### src/rtl/alu_display_pkg.sv
// Shared definitions for the multiplexed ALU operand/result display:
// digit count, scan FSM states, snapshot layout and the hex segment table.
package alu_display_pkg;

    localparam int NUM_DIGITS = 6;

    typedef enum logic [1:0] {
        ST_IDLE  = 2'd0,
        ST_SHOW  = 2'd1,
        ST_BLANK = 2'd2
    } state_e;

    typedef struct packed {
        logic [7:0] a;
        logic [7:0] b;
        logic [7:0] f;
        logic       cout;
    } snap_t;

    // Segments a..g on bits 0..6, active-high.
    localparam logic [6:0] SEG_TABLE [16] = '{
        7'h3F, 7'h06, 7'h5B, 7'h4F, 7'h66, 7'h6D, 7'h7D, 7'h07,
        7'h7F, 7'h6F, 7'h77, 7'h7C, 7'h39, 7'h5E, 7'h79, 7'h71
    };

endpackage

### src/rtl/hex_to_seg7.sv
// Combinational hex nibble to seven-segment decoder.
import alu_display_pkg::*;

module hex_to_seg7 (
    input  logic [3:0] nib,
    output logic [6:0] seg
);

    assign seg = SEG_TABLE[nib];

endmodule

### src/rtl/alu_scan_display.sv
// Six-digit multiplexed hex display of ALU operands A, B and result F, with
// frame-synchronous snapshot update so a frame never mixes old and new values.
import alu_display_pkg::*;

module alu_scan_display #(
    parameter int DIV   = 1000,
    parameter int BLANK = 16
) (
    input  logic                  clk,
    input  logic                  rst,
    input  logic                  en,
    input  logic                  load,
    input  logic [7:0]            a,
    input  logic [7:0]            b,
    input  logic [7:0]            f,
    input  logic                  cout,
    output logic [6:0]            seg,
    output logic                  dp,
    output logic [NUM_DIGITS-1:0] dig_n,
    output logic                  frame_done,
    output logic                  pending
);

    localparam logic [15:0] DIV_LAST   = 16'(DIV - 1);
    localparam logic [15:0] BLANK_LAST = 16'(BLANK - 1);
    localparam logic [2:0]  LAST_DIGIT = 3'(NUM_DIGITS - 1);

    state_e                state_q, state_d;
    logic [2:0]            digit_q, digit_d;
    logic [15:0]           cnt_q, cnt_d;
    snap_t                 buf_q, buf_d;
    snap_t                 snap_q, snap_d;
    logic                  pending_q, pending_d;
    logic                  frame_done_q, frame_done_d;
    logic [6:0]            seg_q, seg_d;
    logic                  dp_q, dp_d;
    logic [NUM_DIGITS-1:0] dig_n_q, dig_n_d;

    logic                  xfer;
    logic [3:0]            nib_d;
    logic [6:0]            seg_lut;

    always_comb begin
        state_d      = state_q;
        digit_d      = digit_q;
        cnt_d        = cnt_q;
        frame_done_d = 1'b0;

        if (!en) begin
            state_d = ST_IDLE;
            digit_d = 3'd0;
            cnt_d   = 16'd0;
        end else begin
            case (state_q)
                ST_IDLE: begin
                    state_d = ST_SHOW;
                    digit_d = 3'd0;
                    cnt_d   = 16'd0;
                end
                ST_SHOW: begin
                    if (cnt_q == DIV_LAST) begin
                        state_d = ST_BLANK;
                        cnt_d   = 16'd0;
                    end else begin
                        cnt_d = cnt_q + 16'd1;
                    end
                end
                ST_BLANK: begin
                    if (cnt_q == BLANK_LAST) begin
                        state_d = ST_SHOW;
                        cnt_d   = 16'd0;
                        if (digit_q == LAST_DIGIT) begin
                            digit_d      = 3'd0;
                            frame_done_d = 1'b1;
                        end else begin
                            digit_d = digit_q + 3'd1;
                        end
                    end else begin
                        cnt_d = cnt_q + 16'd1;
                    end
                end
                default: begin
                    state_d = ST_IDLE;
                    digit_d = 3'd0;
                    cnt_d   = 16'd0;
                end
            endcase
        end

        // Snapshot only moves at a frame boundary (or while idle) so a frame never tears.
        xfer = pending_q && ((state_q == ST_IDLE) ||
                             (state_q == ST_BLANK && state_d == ST_SHOW && digit_d == 3'd0));

        snap_d    = xfer ? buf_q : snap_q;
        buf_d     = load ? snap_t'{a: a, b: b, f: f, cout: cout} : buf_q;
        pending_d = load ? 1'b1 : (xfer ? 1'b0 : pending_q);
    end

    always_comb begin
        case (digit_d)
            3'd0:    nib_d = snap_d.a[3:0];
            3'd1:    nib_d = snap_d.a[7:4];
            3'd2:    nib_d = snap_d.b[3:0];
            3'd3:    nib_d = snap_d.b[7:4];
            3'd4:    nib_d = snap_d.f[3:0];
            3'd5:    nib_d = snap_d.f[7:4];
            default: nib_d = 4'h0;
        endcase
    end

    hex_to_seg7 u_hex_to_seg7 (
        .nib (nib_d),
        .seg (seg_lut)
    );

    // Outputs are decoded from next-state values so they switch with the FSM edge.
    always_comb begin
        seg_d   = 7'h00;
        dp_d    = 1'b0;
        dig_n_d = '1;
        if (state_d == ST_SHOW) begin
            seg_d   = seg_lut;
            dp_d    = (digit_d == LAST_DIGIT) && snap_d.cout;
            dig_n_d = ~(NUM_DIGITS'(1) << digit_d);
        end
    end

    always_ff @(posedge clk) begin
        if (rst) begin
            state_q      <= ST_IDLE;
            digit_q      <= 3'd0;
            cnt_q        <= 16'd0;
            buf_q        <= '0;
            snap_q       <= '0;
            pending_q    <= 1'b0;
            frame_done_q <= 1'b0;
            seg_q        <= 7'h00;
            dp_q         <= 1'b0;
            dig_n_q      <= '1;
        end else begin
            state_q      <= state_d;
            digit_q      <= digit_d;
            cnt_q        <= cnt_d;
            buf_q        <= buf_d;
            snap_q       <= snap_d;
            pending_q    <= pending_d;
            frame_done_q <= frame_done_d;
            seg_q        <= seg_d;
            dp_q         <= dp_d;
            dig_n_q      <= dig_n_d;
        end
    end

    assign seg        = seg_q;
    assign dp         = dp_q;
    assign dig_n      = dig_n_q;
    assign frame_done = frame_done_q;
    assign pending    = pending_q;

endmodule

### config.mk
export PLATFORM = sky130hd
export DESIGN_NAME = alu_scan_display
export DESIGN_NICKNAME = d
export VERILOG_FILES = /design/src/rtl/alu_display_pkg.sv /design/src/rtl/hex_to_seg7.sv /design/src/rtl/alu_scan_display.sv
export SDC_FILE = /design/constraint.sdc
export NUM_CORES = 1
export LEC_CHECK = 0
export BUFFER_PORTS_ARGS = -buffer_cell sky130_fd_sc_hd__buf_2
export CAP_MARGIN = 20
export CORE_ASPECT_RATIO = 0.7
export CORE_MARGIN = 10
export CORE_UTILIZATION = 50
export CTS_CLUSTER_DIAMETER = 60
export DETAILED_ROUTE_END_ITERATION = 6
export GPL_ROUTABILITY_DRIVEN = 1
export PLACE_DENSITY = 0.7
export SETUP_SLACK_MARGIN = 0.05
export SKIP_CTS_REPAIR_TIMING = 1
export SYNTH_ARGS = -nofsm -noshare
export SYNTH_HDL_FRONTEND = slang
export SYNTH_SLANG_ARGS = --single-unit
### constraint.sdc
create_clock -name clk -period 5.4 [get_ports clk]
set_input_delay 0.27 -clock clk [delete_from_list [all_inputs] [get_ports clk]]
set_output_delay 0.27 -clock clk [all_outputs]
set_load 0.02 [all_outputs]
==> flow_metrics.env, run 1 <==
export IMPL_ff2ff_setup_slack_ns=0.67
export IMPL_wire_per_inst_um=15.42
export IMPL_clockBufferDepth=2
export IMPL_vdd_drop_max_uv=200.9
export IMPL_setup_tns_ns=0
export IMPL_cts_tree="done"
export IMPL_cellLeakagePower_uw=0.001715
export IMPL_final_util_pct=58.20
export IMPL_start_kind="register"
export IMPL_grt_max_degree=59
export IMPL_antenna_left=0
export IMPL_synth_area_leader_cell="dfxtp_1"
export IMPL_critPathKind="reg -> reg"
export IMPL_clk_latency_ns=0.37
export IMPL_vias_per_cell=5.460
export IMPL_synthTopCellsByArea="dfxtp_1 (45%), mux2i_1 (14%), nor2_1 (8.0%), ha_1 (3.9%), xor2_1 (1.8%)"
export IMPL_portBuffers=44
export IMPL_cts_sinks=87
export IMPL_synth_edf_count=0
export IMPL_min_to="buf_q[12]$_SDFFE_PP0P_"
export IMPL_power_density_nw_per_um2=278.6
export IMPL_grt_antenna_before_repair=0
export IMPL_status="finished, final reports clean"
export IMPL_maxCapViolations=0
export IMPL_p_comb_share_pct=8.6
export IMPL_finalCritPeriodShare_pct=87.55
export IMPL_placed_area_um2=4116
export IMPL_rsz0062_at_grt="false"
export IMPL_drive_above_1_share_pct=17.30
export IMPL_switching_share_pct=25.89
export IMPL_cp_slowest_cell="or4bb_1"
export IMPL_fin_total_pwr_uw=1197
export IMPL_cts_made_buffers=9
export IMPL_crit_reg2reg_launch="cnt_q[0]$_SDFF_PP0_"
export IMPL_routed_wl_um=8373
export IMPL_yosysSeqAreaShare_pct=45.31
export IMPL_crit_path_cell_trace="ha_1 -> or4bb_1 -> o41ai_2 -> a32oi_4 -> o311ai_4 -> a32o_1 -> buf_4 -> mux2i_1 -> o22ai_1 -> nor3_1 -> buf_4 -> inv_1 -> ha_1 -> o21ai_0 -> mux2i_1 -> a2111oi_2"
export IMPL_avgSynthCellArea_um2=9.609
export IMPL_synthTopCellsByCount="dfxtp_1 (87), nor2_1 (82), mux2i_1 (53)"
export IMPL_r2r_end="seg[0]$_SDFF_PP0_"
export IMPL_layout_min_cycle_time_ns=4.728
export IMPL_design_area_um2=4298
export IMPL_worst_path_buf_inv=3
export IMPL_grt_first_pass_wirelength_um=13940
export IMPL_die_y_um=93.36
export IMPL_hold_violations=0
export IMPL_syn_area_um2=3844
export IMPL_arrival_ns=4.98
export IMPL_skew_ns=0.01607
export IMPL_yosysMostFrequentCell="dfxtp_1"
export IMPL_chipWidth_um=124.8
export IMPL_synthesis_nets=441
export IMPL_hold_path_class="in -> reg"
export IMPL_synth_ff_latch_count=87
export IMPL_coreArea_um2=7385
export IMPL_nNetsFinal=481
export IMPL_worstPathMaxFanout=27
export IMPL_root_buffer="clkbuf_8"
export IMPL_drc_errors=0
export IMPL_synth_warnings=0
export IMPL_min_from="b[3]"
export IMPL_netSwitchingPower_uw=310.0
export IMPL_num_fill_cells=657
export IMPL_track_usage_pct=14.44
export IMPL_min_path_cells=3
export IMPL_diodes=0
export IMPL_vias=2965
export IMPL_drv_slew=0
export IMPL_grt_pass1_vias=2796
export IMPL_tightest_slew_ns=1.063
export IMPL_netlist_instances=400
export IMPL_async_flop_share_pct=0
export IMPL_clkPwrFrac_pct=35.2
export IMPL_synth_distinct_cells=54
export IMPL_max_stage_delay_ns=0.47
export IMPL_htree_num_levels=3
export IMPL_die_area_um2=11650
export IMPL_hpwl_um=6127
export IMPL_setup_viol=0
export IMPL_gp_congestion=0.8730
export IMPL_p_seq_share_pct=56.3
export IMPL_internal_power_uw=887.2
export IMPL_critPathCaptureType="register"
export IMPL_drtIter0Drc=358
export IMPL_clk_pin_slew_worst_paths_ns=0.09
export IMPL_ios=45
export IMPL_reg2reg_depth=16
export IMPL_slew_headroom_pct=29.13
export IMPL_rows=26
export IMPL_gr_total_overflow=0
export IMPL_synth_top_area_share_pct=45.31
export IMPL_crit_required_ns=5.66
export IMPL_ys_flop_type="dfxtp_1"
export IMPL_dr_pass1_iters=6
export IMPL_syn2layout_area_growth_pct=11.82
export IMPL_path_delay_family="compound AO/OA/AOI/OAI gates"
export IMPL_timing_fmax_ghz=0.2115
export IMPL_start_util_pct=52.05
power groups by stage:
stage          Clock, µW  Combinational, µW  Sequential (µW)
2_1_floorplan          0               70.5              689
5_1_grt              460                113              676
3_5_place_dp           0                102              688
3_3_place_gp           0                100              688
6_report             421                102              674
4_1_cts              432                103              674
worst max path at each step:
stage | to | slack (ns) | depth (start not counted) | startpoint
floorplan | seg[0]$_SDFF_PP0_ | 0.93 | 18 | cnt_q[0]$_SDFF_PP0_
finish | seg[0]$_SDFF_PP0_ | 0.67 | 16 | cnt_q[0]$_SDFF_PP0_
CTS | seg[0]$_SDFF_PP0_ | 0.72 | 16 | cnt_q[0]$_SDFF_PP0_
detailed placement | seg[0]$_SDFF_PP0_ | 0.79 | 16 | cnt_q[0]$_SDFF_PP0_
global route | seg[0]$_SDFF_PP0_ | 0.35 | 16 | cnt_q[0]$_SDFF_PP0_
global placement | seg[0]$_SDFF_PP0_ | 0.94 | 16 | cnt_q[0]$_SDFF_PP0_
registers in the layout (all words and copies together) (netlist names):
signal / flops
frame_done: 1
dig_n: 6
state_q: 2
dp: 1
digit_q: 3
seg: 7
pending: 1
buf_q: 25
cnt_q: 16
snap_q: 25
per-layer routing:
metal | GRT usage (%) | wire length (µm) | up-vias
met3 | 5.358 | 641 | 9
met1 | 20.17 | 4238 | 1363
met2 | 19.83 | 3400 | 106
li1 | - | - | 1487
met4 | 4.739 | 93 | 0
met5 | 0 | 0 | -
cells by family after synthesis:
| family | count (synthesis) | synth area share (%) |
|---|---|---|
| and+or+nand+nor | 150 | 18.49 |
| adders and majority gates | 12 | 3.906 |
| DFF | 87 | 45.31 |
| buffers and inverters | 31 | 3.678 |
| xor gates and xnor gates | 13 | 2.962 |
| muxes | 55 | 14.49 |
| AOI/OAI and AO/OA | 52 | 11.17 |
worst min-delay path: stages:
cell and delay, ns:
buf_2 0.07, mux2i_1 0.05, nor2_1 0.07
placed cells by master (no fill, tap or decap), drive strengths merged, types with 2 or more instances in the layout:
master	n
o21ai	11
o22ai	8
or3	6
a2111oi	3
mux2	2
nand2b	2
and3	6
a21oi	11
buf	47
or4	3
nor2	83
inv	15
a211oi	3
nor3	4
ha	12
a31oi	2
clkinv	3
nand3	9
nand4	2
nor2b	2
clkbuf	10
nor4	6
xnor2	5
mux2i	53
a222oi	2
and2	3
xor2	8
a221oi	2
nand2	17
dfxtp	87
layout make-up:
type	count	area, µm²	area share [%]
multi-input combinational	282	1961	45.62
clock inverter	6	43.79	1.019
clock buffer	10	137.6	3.202
sequential	87	1742	40.52
tap	98	122.6	2.853
inverter	13	48.80	1.135
timing repair buffer	47	242.7	5.648
stage by stage:
stage	hold slack (ns)	setup slack, ns	std cells
after floorplan	0.4165	0.9293	400
after global placement	0.4308	0.9358	527
after detailed placement	0.4449	0.7918	527
after CTS	0.1230	0.7238	543
after global routing	0.1283	0.3520	543
final	0.1376	0.6725	543
(Power assumes the default switching activity.)
==> inputs of run 2 (changes only) <==
--- a/config.mk
+++ b/config.mk
@@ -7,7 +7,7 @@
 export LEC_CHECK = 0
 export BUFFER_PORTS_ARGS = -buffer_cell sky130_fd_sc_hd__buf_2
 export CAP_MARGIN = 20
-export CORE_ASPECT_RATIO = 0.7
+export CORE_ASPECT_RATIO = 0.5
 export CORE_MARGIN = 10
 export CORE_UTILIZATION = 50
 export CTS_CLUSTER_DIAMETER = 60
==> flow_metrics.env, run 2 (synthesis gave the netlist of run 1 again) <==
export IMPL_critPathCaptureType="register"
export IMPL_vdd_drop_max_uv=138.5
export IMPL_start_util_pct=51.91
export IMPL_design_area_um2=4443
export IMPL_arrival_ns=4.83
export IMPL_finalCritPeriodShare_pct=85.05
export IMPL_die_y_um=82.00
export IMPL_vias_per_cell=5.394
export IMPL_hold_violations=0
export IMPL_grt_first_pass_wirelength_um=12970
export IMPL_grt_max_degree=59
export IMPL_gp_congestion=0.8202
export IMPL_multi_input_area_um2=1961
export IMPL_drv_slew=0
export IMPL_cp_slowest_cell="or4bb_1"
export IMPL_clk_latency_ns=0.34
export IMPL_wire_per_inst_um=14.52
export IMPL_grt_antenna_before_repair=1
export IMPL_clk_pin_slew_worst_paths_ns=0.07
export IMPL_maxCapViolations=0
export IMPL_max_stage_delay_ns=0.47
export IMPL_hold_path_class="in -> reg"
export IMPL_crit_path_cell_trace="ha_1 -> or4bb_1 -> o41ai_2 -> a32oi_4 -> o311ai_4 -> a32o_1 -> buf_4 -> mux2i_1 -> o22ai_1 -> nor3_1 -> buf_4 -> inv_1 -> ha_1 -> o21ai_0 -> mux2i_1 -> a2111oi_2"
export IMPL_vias=2918
export IMPL_critPathKind="reg -> reg"
export IMPL_worstPathMaxFanout=27
export IMPL_die_area_um2=11810
export IMPL_rows=22
export IMPL_drc_errors=0
export IMPL_antenna_left=0
export IMPL_drive_above_1_share_pct=17.30
export IMPL_hpwl_um=5660
export IMPL_largestRegisters="buf_q: 25 flops, snap_q: 25 flops, cnt_q: 16 flops"
export IMPL_chipWidth_um=144.0
export IMPL_crit_required_ns=5.64
export IMPL_path_delay_family="compound AO/OA/AOI/OAI gates"
export IMPL_syn2layout_area_growth_pct=15.59
export IMPL_seq_area_um2=1742
export IMPL_grt_pass1_vias=2667
export IMPL_routed_wl_um=7855
export IMPL_cts_sinks=87
export IMPL_track_usage_pct=13.75
export IMPL_fin_total_pwr_uw=1448
export IMPL_num_fill_cells=642
export IMPL_whs_ns=0.1612
export IMPL_tightest_slew_ns=1.066
export IMPL_gr_total_overflow=0
export IMPL_root_buffer="clkbuf_16"
export IMPL_rsz0062_at_grt="false"
export IMPL_layout_min_cycle_time_ns=4.593
export IMPL_nNetsFinal=481
export IMPL_cts_tree="done"
export IMPL_portBuffers=44
export IMPL_worst_path_buf_inv=3
export IMPL_power_density_nw_per_um2=326.0
export IMPL_skew_ns=0.008438
export IMPL_placed_area_um2=4114
export IMPL_timing_fmax_ghz=0.2177
export IMPL_htree_num_levels=3
export IMPL_cellLeakagePower_uw=0.001776
export IMPL_start_kind="register"
export IMPL_cts_made_buffers=9
export IMPL_diodes=0
export IMPL_setup_tns_ns=0
export IMPL_dr_pass1_iters=5
export IMPL_clockBufferDepth=2
export IMPL_drtIter0Drc=316
export IMPL_slew_headroom_pct=28.95
export IMPL_setup_viol=0
export IMPL_status="finished, final reports clean"
export IMPL_final_cell_mix="dfxtp_1 (87), nor2_1 (82), mux2i_1 (53), buf_2 (44), nand2_1 (17)"
export IMPL_ios=45
export IMPL_coreArea_um2=7405
export IMPL_final_common_cell="dfxtp_1"
[run 2: stage by stage]
stage / setup slack [ns] / util (%) / instances
floorplan: 0.9293 / - / 400
global placement: 1.016 / 55.56 / 525
detailed placement: 0.8158 / 55.56 / 525
CTS: 0.7993 / 60.00 / 541
global route: 0.4029 / 60.00 / 541
finish: 0.8075 / 60.00 / 541
[run 2: worst register-to-register path, cell delays in order, from the launching register on]
cell and delay [ns]:
dfxtp_1 0.35, ha_1 0.23, or4bb_1 0.47, o41ai_2 0.44, a32oi_4 0.23, o311ai_4 0.43
a32o_1 0.23, buf_4 0.39, mux2i_1 0.33, o22ai_1 0.13, nor3_1 0.19, buf_4 0.18
inv_1 0.07, ha_1 0.23, o21ai_0 0.13, mux2i_1 0.13, a2111oi_2 0.34
[run 2: layout make-up]
type | count | share of cell area, %
Multi-Input combinational cell | 282 | 44.13
Sequential cell | 87 | 39.20
Clock inverter | 7 | 2.337
Timing Repair Buffer | 47 | 5.463
Clock buffer | 9 | 5.069
Inverter | 13 | 1.098
Tap cell | 96 | 2.703
[run 2: final timing paths]
| kind | from | to | slack, ns | cells after the start |
|---|---|---|---|---|
| worst max-delay path | cnt_q[0]$_SDFF_PP0_ | seg[0]$_SDFF_PP0_ | 0.81 | 16 |
| worst min register to register | cnt_q[0]$_SDFF_PP0_ | cnt_q[0]$_SDFF_PP0_ | 0.45 | 1 |
| worst min-delay path | a[6] | buf_q[23]$_SDFFE_PP0P_ | 0.16 | 3 |
| worst max register to register | cnt_q[0]$_SDFF_PP0_ | seg[0]$_SDFF_PP0_ | 0.81 | 16 |
[run 2: layer usage]
metal	global-route usage (%)	vias up	routed length [µm]
met2	20.64	57	3479
met5	0	-	7
li1	-	1484	-
met4	4.858	2	85
met1	17.85	1361	3803
met3	5.181	14	480
[run 2: power by group]
part	leakage [µW]	internal, µW	switching (µW)
clock network	0.000154	410	263
registers	0.000709	662	11.0
logic	0.000913	43.4	58.1
total	0.00178	1120	332
==> inputs of run 3 (changes only) <==
==> constraint.sdc (replaced) <==
create_clock -name clk -period 5.2 [get_ports clk]
set_input_delay 0.26 -clock clk [delete_from_list [all_inputs] [get_ports clk]]
set_output_delay 0.26 -clock clk [all_outputs]
set_load 0.02 [all_outputs]
==> flow_metrics.env, run 3 (synthesis gave the netlist of run 1 again) <==
export IMPL_status="finished, final reports clean"
export IMPL_portBuffers=44
export IMPL_path_delay_family="simple AND/OR/NAND/NOR gates"
export IMPL_reg2reg_depth=14
export IMPL_ff2ff_setup_slack_ns=0.59
export IMPL_hold_path_class="in -> reg"
export IMPL_worstPathMaxFanout=27
export IMPL_root_buffer="clkbuf_16"
export IMPL_vdd_drop_max_uv=160.0
export IMPL_crit_path_cell_trace="ha_1 -> or4bb_1 -> nor4_1 -> nor2_1 -> o311ai_4 -> a32o_1 -> buf_4 -> mux2i_1 -> o22ai_1 -> or3_1 -> ha_1 -> o21ai_0 -> mux2i_1 -> a2111oi_2"
export IMPL_die_y_um=82.00
export IMPL_place_ws_ns=0.6185
export IMPL_clockBufferDepth=2
export IMPL_tightest_slew_ns=1.036
export IMPL_slew_headroom_pct=30.95
export IMPL_start_kind="register"
export IMPL_antenna_left=0
export IMPL_routed_wl_um=7893
export IMPL_rsz0062_at_grt="false"
export IMPL_cellLeakagePower_uw=0.001766
export IMPL_nNetsFinal=482
export IMPL_cp_slowest_cell="nor4_1"
export IMPL_final_cell_mix="dfxtp_1 (87), nor2_1 (82), mux2i_1 (53), buf_2 (44), nand2_1 (17)"
export IMPL_design_area_um2=4404
export IMPL_finalCritPeriodShare_pct=88.73
export IMPL_critPathKind="reg -> reg"
export IMPL_drtIter0Drc=220
export IMPL_r2r_end="seg[0]$_SDFF_PP0_"
export IMPL_coreArea_um2=7405
export IMPL_final_common_cell="dfxtp_1"
export IMPL_layout_min_cycle_time_ns=4.614
export IMPL_setup_tns_ns=0
export IMPL_largestRegisters="buf_q: 25 flops, snap_q: 25 flops, cnt_q: 16 flops"
export IMPL_cts_sinks=87
export IMPL_critPathCaptureType="register"
export IMPL_worst_path_buf_inv=1
export IMPL_cts_made_buffers=9
export IMPL_ios=45
export IMPL_rows=22
export IMPL_clk_pin_slew_worst_paths_ns=0.06
export IMPL_worstSetupStartpoint="cnt_q[0]$_SDFF_PP0_"
export IMPL_power_density_nw_per_um2=319.2
export IMPL_gp_congestion=0.8610
export IMPL_drv_slew=0
export IMPL_arrival_ns=4.86
export IMPL_grt_antenna_before_repair=1
export IMPL_htree_num_levels=3
export IMPL_drc_errors=0
export IMPL_crit_end="seg[0]$_SDFF_PP0_"
export IMPL_max_stage_delay_ns=0.55
export IMPL_cts_tree="done"
export IMPL_clk_latency_ns=0.35
export IMPL_worst_path_stages=14
export IMPL_placed_area_um2=4121
export IMPL_hold_violations=0
export IMPL_maxCapViolations=0
export IMPL_crit_required_ns=5.45
export IMPL_grt_pass1_vias=2712
export IMPL_skew_ns=0.01007
export IMPL_vias=2897
export IMPL_dr_pass1_iters=4
export IMPL_setup_slack_ns=0.5863
export IMPL_gr_total_overflow=0
export IMPL_grt_first_pass_wirelength_um=13120
export IMPL_setup_viol=0
export IMPL_timing_fmax_ghz=0.2167
export IMPL_start_util_pct=51.91
export IMPL_diodes=0
export IMPL_wire_per_inst_um=14.56
export IMPL_drive_above_1_share_pct=17.49
export IMPL_syn2layout_area_growth_pct=14.58
export IMPL_crit_reg2reg_launch="cnt_q[0]$_SDFF_PP0_"
export IMPL_vias_per_cell=5.345
export IMPL_hpwl_um=5647
export IMPL_chipWidth_um=144.0
export IMPL_track_usage_pct=13.91
export IMPL_grt_max_degree=59
export IMPL_die_area_um2=11810
export IMPL_num_fill_cells=648
run 3: changes by cell type in the layout (fill, tap and decap cells not counted):
cell / previous run / this run
clkinvlp_4: 2 / 1
buf_4: 3 / 4
inv_8: 1 / 0
inv_6: 1 / 2
clkbuf_8: 0 / 1
bufinv_16: 2 / 0
clkinv_2: 0 / 2
run 3: area by class of cell:
class | instances | area (µm²) | share of cell area, %
timing repair buffer | 48 | 250.2 | 5.682
multi-input combinational | 282 | 1961 | 44.52
clock buffer | 10 | 239.0 | 5.426
sequential | 87 | 1742 | 39.55
inverter | 13 | 48.80 | 1.108
clock inverter | 6 | 43.79 | 0.9943
tap | 96 | 120.1 | 2.727
run 3: how the worst min path moves through the flow:
| stage | from | endpoint | slack (ns) | cells after the start |
|---|---|---|---|---|
| 6_report | a[2] | buf_q[19]$_SDFFE_PP0P_ | 0.15 | 3 |
| 5_1_grt | a[6] | buf_q[23]$_SDFFE_PP0P_ | 0.16 | 3 |
| 4_1_cts | f[0] | buf_q[1]$_SDFFE_PP0P_ | 0.14 | 3 |
| 3_5_place_dp | cnt_q[0]$_SDFF_PP0_ | cnt_q[0]$_SDFF_PP0_ | 0.44 | 1 |
| 3_3_place_gp | cnt_q[0]$_SDFF_PP0_ | cnt_q[0]$_SDFF_PP0_ | 0.43 | 1 |
| 2_1_floorplan | en | frame_done$_SDFF_PP0_ | 0.41 | 2 |
run 3: power by group:
group | internal, µW | switching (µW) | total [µW]
registers | 688 | 11.6 | 699
clock network | 339 | 262 | 600
logic | 45.7 | 60.5 | 106
run 3: worst min-delay path, cell delays in order:
cell,delay (ns)
buf_2,0.08
mux2i_1,0.05
nor2_1,0.07
run 3: routing by layer:
metal  GRT usage, %  share of wire [%]  vias to the layer above
li1               -                  -                     1485
met5              0              0.089                        -
met1          17.87                 48                     1357
met4          3.846               0.52                        2
met3          5.757                6.9                        9
met2          21.19                 44                       44
run 3: metrics by stage:
step | cells | total power, µW | util [%] | hold WS, ns
after floorplan | 400 | 788.9 | - | 0.4065
after global placement | 526 | 820.0 | 55.66 | 0.4313
after detailed placement | 526 | 820.9 | 55.66 | 0.4450
after CTS | 542 | 1423 | 59.48 | 0.1429
after global routing | 542 | 1467 | 59.48 | 0.1587
final | 542 | 1406 | 59.48 | 0.1480
